$ cat config.mk
export PLATFORM = sky130hd
export DESIGN_NAME = camera_savectrl_flat
export DESIGN_NICKNAME = d
export VERILOG_FILES = /design/src/rtl/camera_pkg.sv /design/src/rtl/camera_savectrl_if.sv /design/src/rtl/camera_edgemod.sv /design/src/rtl/camera_savectrl.sv /design/src/flat_wrapper.sv
export SDC_FILE = /design/constraint.sdc
export NUM_CORES = 1
export LEC_CHECK = 0
export CAP_MARGIN = 20
export CORE_MARGIN = 1.5
export CORE_UTILIZATION = 55
export DETAILED_ROUTE_END_ITERATION = 7
export GPL_TIMING_DRIVEN = 0
export HOLD_SLACK_MARGIN = 0.08
export PLACE_DENSITY = 0.83
export SLEW_MARGIN = 15
export SYNTH_ARGS = -nofsm -noshare
export SYNTH_HDL_FRONTEND = slang
export SYNTH_HIERARCHICAL = 1
export SYNTH_SLANG_ARGS = --single-unit
$ cat constraint.sdc
create_clock -name CLOCK -period 3.71 [get_ports CLOCK]
set_input_delay 0.371 -clock CLOCK [delete_from_list [all_inputs] [get_ports CLOCK]]
set_output_delay 0.371 -clock CLOCK [all_outputs]
set_load 0.01 [all_outputs]
$ cat src/rtl/camera_pkg.sv
// Shared types and constants for the camera save-buffer sequencer.
// Holds the default geometry, the FSM state encodings and the output bit indices.
package camera_pkg;

    localparam int unsigned XSIZE_DEF = 160;
    localparam int unsigned YSIZE_DEF = 120;
    localparam int unsigned CW        = 10;

    typedef enum logic [1:0] {
        W_IDLE = 2'd0,
        W_LINE = 2'd1,
        W_PAD  = 2'd2
    } wstate_e;

    typedef enum logic [1:0] {
        R_IDLE = 2'd0,
        R_REQ  = 2'd1,
        R_READ = 2'd2
    } rstate_e;

    localparam int unsigned EN_WR   = 1;
    localparam int unsigned EN_RD   = 0;
    localparam int unsigned ERR_OVF = 1;
    localparam int unsigned ERR_LEN = 0;

endpackage

$ cat src/rtl/camera_savectrl_if.sv
// Camera-side and buffer-side signals of the save controller.
// The master modport is the driving environment; the slave modport is the controller.
interface camera_savectrl_if;
    import camera_pkg::*;

    logic              iVsync;
    logic              iHref;
    logic              iValid;
    logic              iGrant;
    logic [1:0]        oEn;
    logic              oPad;
    logic              oReq;
    logic              oValid;
    logic              oLast;
    logic [CW-1:0]     oLine;
    logic              oFrameDone;
    logic [1:0]        oErr;

    modport master (
        output iVsync, iHref, iValid, iGrant,
        input  oEn, oPad, oReq, oValid, oLast, oLine, oFrameDone, oErr
    );

    modport slave (
        input  iVsync, iHref, iValid, iGrant,
        output oEn, oPad, oReq, oValid, oLast, oLine, oFrameDone, oErr
    );

endinterface

$ cat src/rtl/camera_edgemod.sv
// Registers the camera sync levels once and derives single-cycle edge pulses
// by comparing the live level against its registered copy.
module camera_edgemod (
    input  logic clk,
    input  logic rst,
    input  logic vsync,
    input  logic href,
    output logic vsync_rise,
    output logic href_rise,
    output logic href_fall
);

    logic vsync_q, vsync_d;
    logic href_q, href_d;

    always_comb begin
        vsync_d = vsync;
        href_d  = href;
    end

    always_ff @(posedge clk) begin
        if (rst) begin
            vsync_q <= 1'b0;
            href_q  <= 1'b0;
        end else begin
            vsync_q <= vsync_d;
            href_q  <= href_d;
        end
    end

    always_comb begin
        vsync_rise = vsync & ~vsync_q;
        href_rise  = href & ~href_q;
        href_fall  = ~href & href_q;
    end

endmodule

$ cat src/rtl/camera_savectrl.sv
// Save-buffer sequencer: a write FSM that keeps each line exactly XSIZE words
// and a read FSM that bursts a completed line out after a downstream grant.
module camera_savectrl
    import camera_pkg::*;
#(
    parameter int unsigned XSIZE = XSIZE_DEF,
    parameter int unsigned YSIZE = YSIZE_DEF
) (
    input logic              CLOCK,
    input logic              RESET,
    camera_savectrl_if.slave bus
);

    localparam logic [CW-1:0] XS    = CW'(XSIZE);
    localparam logic [CW-1:0] XLAST = CW'(XSIZE - 1);
    localparam logic [CW-1:0] YLAST = CW'(YSIZE - 1);

    logic vsync_rise, href_rise, href_fall;

    camera_edgemod u_edge (
        .clk        (CLOCK),
        .rst        (RESET),
        .vsync      (bus.iVsync),
        .href       (bus.iHref),
        .vsync_rise (vsync_rise),
        .href_rise  (href_rise),
        .href_fall  (href_fall)
    );

    wstate_e       wstate_q, wstate_d;
    rstate_e       rstate_q, rstate_d;
    logic [CW-1:0] wcnt_q, wcnt_d;
    logic [CW-1:0] rcnt_q, rcnt_d;
    logic [CW-1:0] line_q, line_d;
    logic [1:0]    err_q, err_d;
    logic          valid_q, valid_d;
    logic          last_q, last_d;
    logic          fdone_q, fdone_d;

    logic en_wr, en_rd, pad, line_done, last_rd, len_err, ovf;
    logic pix;

    assign pix = bus.iValid & bus.iHref;

    // Write side: pad short lines, drop words past XSIZE.
    always_comb begin
        wstate_d  = wstate_q;
        wcnt_d    = wcnt_q;
        en_wr     = 1'b0;
        pad       = 1'b0;
        line_done = 1'b0;
        len_err   = 1'b0;
        unique case (wstate_q)
            W_IDLE: begin
                if (href_rise) begin
                    wstate_d = W_LINE;
                    wcnt_d   = '0;
                end else if (pix) begin
                    len_err = 1'b1;
                end
            end
            W_LINE: begin
                if (wcnt_q == XS) begin
                    line_done = 1'b1;
                    wstate_d  = W_IDLE;
                    len_err   = pix;
                end else if (href_fall) begin
                    wstate_d = W_PAD;
                    len_err  = 1'b1;
                end else if (pix) begin
                    en_wr  = 1'b1;
                    wcnt_d = wcnt_q + 1'b1;
                end
            end
            W_PAD: begin
                len_err = href_rise;
                if (wcnt_q == XS) begin
                    line_done = 1'b1;
                    wstate_d  = W_IDLE;
                end else begin
                    en_wr  = 1'b1;
                    pad    = 1'b1;
                    wcnt_d = wcnt_q + 1'b1;
                end
            end
            default: wstate_d = W_IDLE;
        endcase
    end

    // Read side: request, then an unbroken burst of XSIZE reads.
    always_comb begin
        rstate_d = rstate_q;
        rcnt_d   = rcnt_q;
        en_rd    = 1'b0;
        last_rd  = 1'b0;
        unique case (rstate_q)
            R_IDLE: begin
                if (line_done) rstate_d = R_REQ;
            end
            R_REQ: begin
                if (bus.iGrant) begin
                    rstate_d = R_READ;
                    rcnt_d   = '0;
                end
            end
            R_READ: begin
                en_rd = 1'b1;
                if (rcnt_q == XLAST) begin
                    last_rd  = 1'b1;
                    rcnt_d   = '0;
                    // A line finishing on the final read is queued straight away.
                    rstate_d = line_done ? R_REQ : R_IDLE;
                end else begin
                    rcnt_d = rcnt_q + 1'b1;
                end
            end
            default: rstate_d = R_IDLE;
        endcase
    end

    always_comb begin
        ovf = (en_wr & ((rstate_q == R_REQ) |
                        ((rstate_q == R_READ) & (wcnt_q > rcnt_q)))) |
              (line_done & (rstate_q != R_IDLE) & ~last_rd);
    end

    always_comb begin
        line_d  = line_q;
        fdone_d = 1'b0;
        err_d   = err_q;
        err_d[ERR_OVF] = err_q[ERR_OVF] | ovf;
        err_d[ERR_LEN] = err_q[ERR_LEN] | len_err;
        valid_d = en_rd;
        last_d  = last_rd;
        if (last_rd) begin
            if (line_q == YLAST) begin
                line_d  = '0;
                fdone_d = 1'b1;
            end else begin
                line_d = line_q + 1'b1;
            end
        end
        if (vsync_rise) begin
            line_d = '0;
            err_d  = '0;
        end
    end

    always_ff @(posedge CLOCK) begin
        if (RESET) begin
            wstate_q <= W_IDLE;
            rstate_q <= R_IDLE;
            wcnt_q   <= '0;
            rcnt_q   <= '0;
            line_q   <= '0;
            err_q    <= '0;
            valid_q  <= 1'b0;
            last_q   <= 1'b0;
            fdone_q  <= 1'b0;
        end else begin
            wstate_q <= wstate_d;
            rstate_q <= rstate_d;
            wcnt_q   <= wcnt_d;
            rcnt_q   <= rcnt_d;
            line_q   <= line_d;
            err_q    <= err_d;
            valid_q  <= valid_d;
            last_q   <= last_d;
            fdone_q  <= fdone_d;
        end
    end

    always_comb begin
        bus.oEn        = '0;
        bus.oEn[EN_WR] = en_wr;
        bus.oEn[EN_RD] = en_rd;
        bus.oPad       = pad;
        bus.oReq       = (rstate_q == R_REQ);
        bus.oValid     = valid_q;
        bus.oLast      = last_q;
        bus.oLine      = line_q;
        bus.oFrameDone = fdone_q;
        bus.oErr       = err_q;
    end

endmodule
$ cat src/flat_wrapper.sv
// flat-port wrapper written by rule: the top's interface ports become plain ports
module camera_savectrl_flat import camera_pkg::*;
#(
    parameter int unsigned XSIZE = XSIZE_DEF,
    parameter int unsigned YSIZE = YSIZE_DEF
)
  (CLOCK, RESET, bus_iVsync, bus_iHref, bus_iValid, bus_iGrant, bus_oEn, bus_oPad, bus_oReq, bus_oValid, bus_oLast, bus_oLine, bus_oFrameDone, bus_oErr);
  camera_savectrl_if bus_i ();
  input logic CLOCK;
  input logic RESET;
  input wire logic [$bits(bus_i.iVsync)-1:0] bus_iVsync;
  input wire logic [$bits(bus_i.iHref)-1:0] bus_iHref;
  input wire logic [$bits(bus_i.iValid)-1:0] bus_iValid;
  input wire logic [$bits(bus_i.iGrant)-1:0] bus_iGrant;
  output wire logic [$bits(bus_i.oEn)-1:0] bus_oEn;
  output wire logic [$bits(bus_i.oPad)-1:0] bus_oPad;
  output wire logic [$bits(bus_i.oReq)-1:0] bus_oReq;
  output wire logic [$bits(bus_i.oValid)-1:0] bus_oValid;
  output wire logic [$bits(bus_i.oLast)-1:0] bus_oLast;
  output wire logic [$bits(bus_i.oLine)-1:0] bus_oLine;
  output wire logic [$bits(bus_i.oFrameDone)-1:0] bus_oFrameDone;
  output wire logic [$bits(bus_i.oErr)-1:0] bus_oErr;
  assign bus_i.iVsync = bus_iVsync;
  assign bus_i.iHref = bus_iHref;
  assign bus_i.iValid = bus_iValid;
  assign bus_i.iGrant = bus_iGrant;
  assign bus_oEn = bus_i.oEn;
  assign bus_oPad = bus_i.oPad;
  assign bus_oReq = bus_i.oReq;
  assign bus_oValid = bus_i.oValid;
  assign bus_oLast = bus_i.oLast;
  assign bus_oLine = bus_i.oLine;
  assign bus_oFrameDone = bus_i.oFrameDone;
  assign bus_oErr = bus_i.oErr;
  camera_savectrl #(.XSIZE(XSIZE), .YSIZE(YSIZE)) u_core (.CLOCK(CLOCK), .RESET(RESET), .bus(bus_i));
endmodule
==> impl_results.md, run 1 <==
- Status: finished clean
- Final HPWL DP: around 3500 µm
- Clock tree sinks: 41
- Critical Path AT: about 2.6 ns
- Crit. End Element: primary output
- CP required: between 3 and 4 ns
- Row count: 23
- Mapped Cells: approximately 270
- I/O Pins: 25
- Register area share after synthesis: 36.38%
- Clock transition at the registers of the reported paths: about 0.080 ns
- #FFs+latches synth: slightly above 40
- Total GRT Usage: a little under a quarter
- Hold Crit Start: u_core/bus.oErr[0]
- Clock Skew: approximately 0.004 ns
- Postcts setup bufs: 0
- Top cells by area, synth: dfxtp_1, ha_1, nor2_1
- # H-tree levels: 2
- Power Density: ~420 nW/µm²
- Worst-case clock buffer depth: 2
- Final nets: around 330
- R2R Path Start: u_core/rcnt_q[5]
- Comb power frac: between 20 and 25%
- Post-synth ARST share: 0%
- R2R setup slack: roughly 1.3 ns
- Yosys warns: 6
- Slew Viols, Final: 0
- Final worst-path cycle share: roughly 79%
- Die footprint: 4495 µm²
- Global-route wire length before repair: roughly 7900 µm
- Final hold vios: 0
- Leading area contributor after synthesis: dfxtp_1
- Final cell count without fillers: about 350
- RSZ-0062 raised after global routing: no
- Total grt overflow: 0
- Number of global-route vias before repair: ~1800
- Reg2Reg Depth: 5
- Hold Path Class: flip-flop to flip-flop
- First drt pass iteration count: 4
- CP max FO: 8
- Min cycle time layout: between 2 and 3 ns
- Post-synth EDFFs: 0
- Final setup vio count: 0
- Area of the multi-input gates: 1335 µm²
- Die Y: 67.05 µm
- P_leak: 0.9680 nW
- Adder-Cell Fraction of Synth Area: roughly a tenth
- Pint: 0.8002 mW
- Setup CP Type: flip-flop to primary output
- Vias per cell: 5.571
- Largest net degree at the start of global routing: 14
- Routed Antenna Nets: 0
- Post-Synth Simple-Gate Area: ~27%
- Initial DRC count: between 100 and 150
- Reg power frac: roughly 42%
- DR DRC count: 0
- Worst Tran Pin Value: 0.6986 ns
- Clk root buf: clkbuf_8
- Wire per inst: ~13 µm
- Switching Fraction: 29.46%
- Top FF cell, synth: dfxtp_1
- Initial Util: between 50% and 60%
- Synth Area per Inst: a little over 8 µm²
- Total CTS buffers: 5
- TritonCTS clock tree: done
- Die Wd: 67.05 µm
- Power after layout: 1.134 mW
- Share of cells above drive strength 1: ~5.9%
- Vias: a little under 2000
- Crit path from: u_core/wcnt_q[0]
- Hold_buf cts: 0
- Initial antenna violation count: 0
- Startpoint types: flip-flop
- Worst hold stages: 2
- Flip-flop and latch area: a little over 800 µm²
- Multiplexer area fraction after synthesis: less than 1%
- Worst rel slew slack: a little over half
- Clock power frac: 32.9%
- PostCTS Resize Cnt: 0
- Net Count, Synth: approximately 300
- RR Endpoint: u_core/bus.oLine[3]
- Core area: around 4000 µm²
- Total routed wirelength: ~4700 µm
- Largest family of logic cells by synthesized area: simple AND/OR/NAND/NOR gates
- Area grow syn2layout: 19.02%
- Max-cap violations: 0
- Placed cell count: 346
- Clock Latency Late Sink: 0.29 ns
- Design area: ~2700 µm²
- Fmax: 341.7 MHz
- RD Place Congestion: 0.8328
- Mapped Area: about 2300 µm²
- Post-synth cell types: 46
- Min-Delay Endpoint: u_core/bus.oErr[0]
- Synth Area in XOR/XNOR: between 7 and 8%
- Placed inst area: around 2600 µm²
- Port Buf Inserts: 24
- Synth Area in Compound Gates: 13.42%
- FILL cells: roughly 320
- Sw power: approximately 0.33 mW
- Final setup TNS: 0 ns
- Synth top area share: 36.38%
- Final core occ: between 60 and 70%
- Antenna cells: 0
- Peak VDD IR: roughly 0.00021 V
==> cells in the final DEF, fill, tap and decap left out, types with 2 or more instances in the layout <==
cell              n
and2_1            3
a221oi_1          3
ha_1             18
clkbuf_1          4
a211oi_1          4
or4_1             2
nand2b_1          2
nand4b_1          2
nand3b_1          2
nand2_1          18
and3_1            3
nor2b_1           9
xnor2_1          10
nand3_1           9
nor4b_1           2
clkbuf_8          6
nand4_1           6
a21o_1            7
clkdlybuf4s50_1  24
buf_4             2
nor3_1           13
nor2_1           36
dfxtp_1          41
o21ai_0          11
inv_1            19
xor2_1            9
or2_2             2
a21oi_1          15
==> state kept, by name, indices dropped and copies added, names as in the netlist <==
register and cells:
u_core/bus.oFrameDone 1, u_core/wcnt_q 10, u_core/rcnt_q 10, u_core/bus.oLine 10
u_core/u_edge/href_q 1, u_core/bus.oErr 2, u_core/wstate_q 2, u_core/u_edge/vsync_q 1
u_core/bus.oLast 1, u_core/rstate_q 2, u_core/bus.oValid 1
==> worst max-delay path, cell delays in order (launching register included) <==
cell and delay, ns:
dfxtp_1 0.34, inv_1 0.10, ha_1 0.16, nor4bb_1 0.44, nand3b_1 0.32, and3_1 0.31, buf_4 0.14, clkdlybuf4s50_1 0.46
==> logic make-up (layout without fill, tap and decap cells) <==
logic type,count (synthesis),in the layout
compound gates,48,48
xor+xnor,19,19
fa+ha+maj,18,18
buf+inv,26,58
flops,41,41
mux,2,2
simple gates,118,118
==> layer usage <==
layer | share of wire (%) | track usage, % | vias up | wire, µm
met2 | 47 | 38.49 | 46 | 2219
met5 | 0 | 0 | - | 0
met4 | 1.1 | 6.888 | 0 | 51
met1 | 47 | 28.69 | 909 | 2237
li1 | - | - | 1011 | -
met3 | 5.0 | 5.574 | 6 | 237
==> metrics by stage <==
stage | setup WS (ns) | hold slack [ns]
global route | 0.5632 | 0.5346
CTS | 0.7655 | 0.4961
finish | 0.7835 | 0.4934
detailed placement | 0.8180 | 0.4847
global placement | 0.6003 | 0.4775
floorplan | 1.523 | 0.4426
==> how the worst max path moves through the flow <==
stage | end | slack [ns] | cells past startpoint
3_3_place_gp | u_core/wcnt_q[7] | 0.60 | 7
6_report | bus_oEn[1] | 0.78 | 7
5_1_grt | bus_oEn[1] | 0.56 | 7
3_5_place_dp | u_core/wcnt_q[7] | 0.82 | 7
4_1_cts | bus_oEn[1] | 0.77 | 7
2_1_floorplan | u_core/wcnt_q[7] | 1.52 | 7
==> synth_stat cells, drive strengths merged, types with 2 or more instances <==
master	number
and3	3
nor4b	2
dfxtp	41
nor2	36
nor3	13
nand3	9
xor2	9
a221oi	3
a21o	7
nand2b	2
xnor2	10
or4	3
clkbuf	4
nand2	18
inv	19
or2	2
nand4b	2
ha	18
o21ai	11
a21oi	15
buf	3
nor2b	9
a211oi	4
and2	3
nand3b	2
or3	2
nand4	6
==> final cells by class <==
cell class | count | area share [%]
multi-input combinational | 205 | 49.72
timing repair buffer | 24 | 8.947
clock inverter | 2 | 1.398
clock buffer | 6 | 3.075
buffer | 7 | 1.305
tap | 50 | 2.330
inverter | 19 | 2.656
sequential | 41 | 30.57
==> power by group through the flow <==
stage               clock network, mW  logic [mW]  registers [mW]
floorplan                           0       0.203           0.484
global placement                    0       0.268           0.487
detailed placement                  0       0.275           0.488
CTS                             0.382       0.277           0.478
global route                    0.403       0.320           0.481
finish                          0.374       0.283           0.478
(Power assumes the default switching activity.)
==> run 2: changes to the inputs <==
- clock period: 3.71 -> 2.7 ns (I/O delays scaled with it)
==> run 2 against run 1 <==
- die area unchanged
- worst hold slack got worse by 0.0016 ns
- sequential power is 37% higher
- power up 37%
- critical path type unchanged
- sequential share of layout area fell by 0.16 points
==> impl_results.md, run 2 (synthesis gave the netlist of run 1 again) <==
- Port Buf Inserts: 24 (unchanged)
- Most frequent cells in the layout: dfxtp_1, nor2_1, clkdlybuf4s50_1
- Power Density: 577.7 nW/µm² (+37%)
- Final nets: 328 (+0.31%)
- Wire per inst: 13.71 µm (+2.3%)
- Initial Util: 56.81% (unchanged)
- Clock tree sinks: 41 (unchanged)
- Total GRT Usage: 23.43% (+0.53 points)
- Worst-path cell chain: inv_1, ha_1, nor4bb_2, nand3b_1, and3_1, buf_4, clkdlybuf4s50_1
- Slew Viols, Final: 0 (unchanged)
- Clock Latency Late Sink: 0.29 ns (about the same)
- Startpoint types: flip-flop
- Reg2Reg Depth: 5 (unchanged)
- CP required: 2.43 ns (-0.91 ns)
- Die footprint: 4495 µm² (unchanged)
- Min-Delay Endpoint: u_core/bus.oErr[0]
- Status: finished clean
- TritonCTS clock tree: done
- Vias per cell: 5.642 (+1.3%)
- Hold_buf cts: 0 (unchanged)
- Final hold slack: 0.4918 ns (-0.001609 ns)
- Worst path slowest cell: clkdlybuf4s50_1
- Area grow syn2layout: 19.63%
- Final setup TNS: 0 ns (unchanged)
- Core area: 3971 µm² (unchanged)
- RD Place Congestion: 0.8328 (unchanged)
- Worst hold stages: 2 (unchanged)
- Most common cell after layout, fill and taps aside: dfxtp_1
- Largest net degree at the start of global routing: 14 (unchanged)
- Critical Path AT: 2.24 ns (-0.32 ns)
- Final setup margin: 0.1891 ns (-0.5944 ns)
- RSZ-0062 raised after global routing: no
- R2R setup slack: 0.37 ns (-0.97 ns)
- Max-cap violations: 0 (unchanged)
- Initial DRC count: 139 (+8.6%)
- Final worst-path cycle share: between 90% and 100%
- Total CTS buffers: 5 (unchanged)
- Die Wd: 67.05 µm (unchanged)
- Worst-case clock buffer depth: 2 (unchanged)
- Setup CP Type: flip-flop to primary output
- Row count: 23 (unchanged)
- Clock transition at the registers of the reported paths: 0.08 ns (about the same)
- Cell family with most CP delay: simple AND/OR/NAND/NOR gates
- Fmax: between 300 and 400 MHz
- Hold Path Class: flip-flop to flip-flop
- Clock Skew: 0.002932 ns (-0.001051 ns)
- FILL cells: 323 (-0.31%)
- Power after layout: 1.559 mW (+37%)
- Placed inst area: 2560 µm² (unchanged)
- Clk root buf: clkbuf_8
- Die Y: 67.05 µm (unchanged)
- Crit. End Element: primary output
- R2R Path Start: u_core/rcnt_q[5]
- Initial antenna violation count: 0 (unchanged)
- Antenna cells: 0 (unchanged)
- Worst rel slew slack: 53.34% (about the same)
- CP bufs+invs: 3 (unchanged)
- Share of cells above drive strength 1: 6.557% (+0.64 points)
- Worst Tran Pin Value: 0.6985 ns (-0.00004834 ns)
- First drt pass iteration count: 4 (unchanged)
- Global-route wire length before repair: 8045 µm (+2.2%)
- Min cycle time layout: 2.511 ns
- Final setup vio count: 0 (unchanged)
- Routed Antenna Nets: 0 (unchanged)
- Hold Crit Start: u_core/bus.oErr[0]
- DP Worst Slack: -0.09103 ns (-0.9090 ns)
- RR Endpoint: u_core/bus.oLine[3]
- P_leak: 0.9730 nW (+0.52%)
- Max incr delay on CP: 0.46 ns (about the same)
- Final hold vios: 0 (unchanged)
- DR DRC count: 0 (unchanged)
- I/O Pins: 25 (unchanged)
- CP max FO: 3 (-5)
- Number of global-route vias before repair: 1829 (+2.8%)
- # H-tree levels: 2 (unchanged)
- Vias: 2003 (+1.6%)
- Total routed wirelength: 4867 µm (+2.5%)
- Final HPWL DP: 3512 µm (unchanged)
- Peak VDD IR: 0.0003068 V (+43%)
- Total grt overflow: 0 (unchanged)
- Design area: 2699 µm² (+0.51%)
[run 2: changes by cell type in the layout (fill, tap and decap cells not counted)]
| cell | delta |
|---|---|
| nor4bb_2 | +1 |
| nor4bb_1 | -1 |
| buf_4 | +1 |
[run 2: timing repair]
action,CTS,global route
setup buffers,1,0
endpoints found under the hold margin,0,0
setup endpoints to repair,1,0
resized for setup,1,0
[run 2: per-layer routing]
metal / vias to the layer above / part of all wire, % / GRT usage (%)
li1: 1013 / - / -
met3: 8 / 5.1 / 6.081
met2: 52 / 47 / 38.86
met4: 0 / 1.2 / 8.929
met5: - / 0 / 0
met1: 930 / 46 / 28.79
[run 2: where the power goes]
group	total [mW]	leakage [nW]	switching (mW)	internal, mW
clock	0.513	0.0574	0.213	0.301
combinational	0.389	0.584	0.219	0.170
sequential	0.657	0.331	0.0263	0.630
total	1.56	0.973	0.459	1.10
[run 2: worst max-delay path by stage]
stage                       startpoint          endpoint  slack (ns)  cells after the start
finish                u_core/wcnt_q[0]        bus_oEn[1]        0.19                      7
floorplan           u_core/wstate_q[0]  u_core/wcnt_q[7]        0.51                      7
global placement             bus_iHref  u_core/wcnt_q[7]       -0.31                      7
global route          u_core/wcnt_q[1]        bus_oEn[1]        0.04                      7
detailed placement           bus_iHref  u_core/wcnt_q[7]       -0.09                      7
CTS                   u_core/wcnt_q[0]        bus_oEn[1]        0.18                      7
[run 2: area by class of cell]
cell class | count | area, µm² | area share (%)
multi-input combinational | 205 | 1341 | 49.70
sequential | 41 | 820.8 | 30.41
timing repair buffer | 25 | 247.7 | 9.179
clock buffer | 6 | 82.58 | 3.060
inverter | 19 | 71.32 | 2.643
tap | 50 | 62.56 | 2.318
clock inverter | 2 | 37.54 | 1.391
buffer | 7 | 35.03 | 1.298
[run 2: worst reg2reg max path: cells and delay by family (launching register included)]
kind | cells | cell delay, ns
DFF | 1 | 0.37
and+or+nand+nor | 4 | 1.33
AOI/OAI and AO/OA | 1 | 0.51
[run 2: through the flow]
step	std cells	utilization [%]
2_1_floorplan	272	-
3_3_place_gp	346	64.43
3_5_place_dp	346	64.46
4_1_cts	355	67.83
5_1_grt	355	67.96
6_report	355	67.96
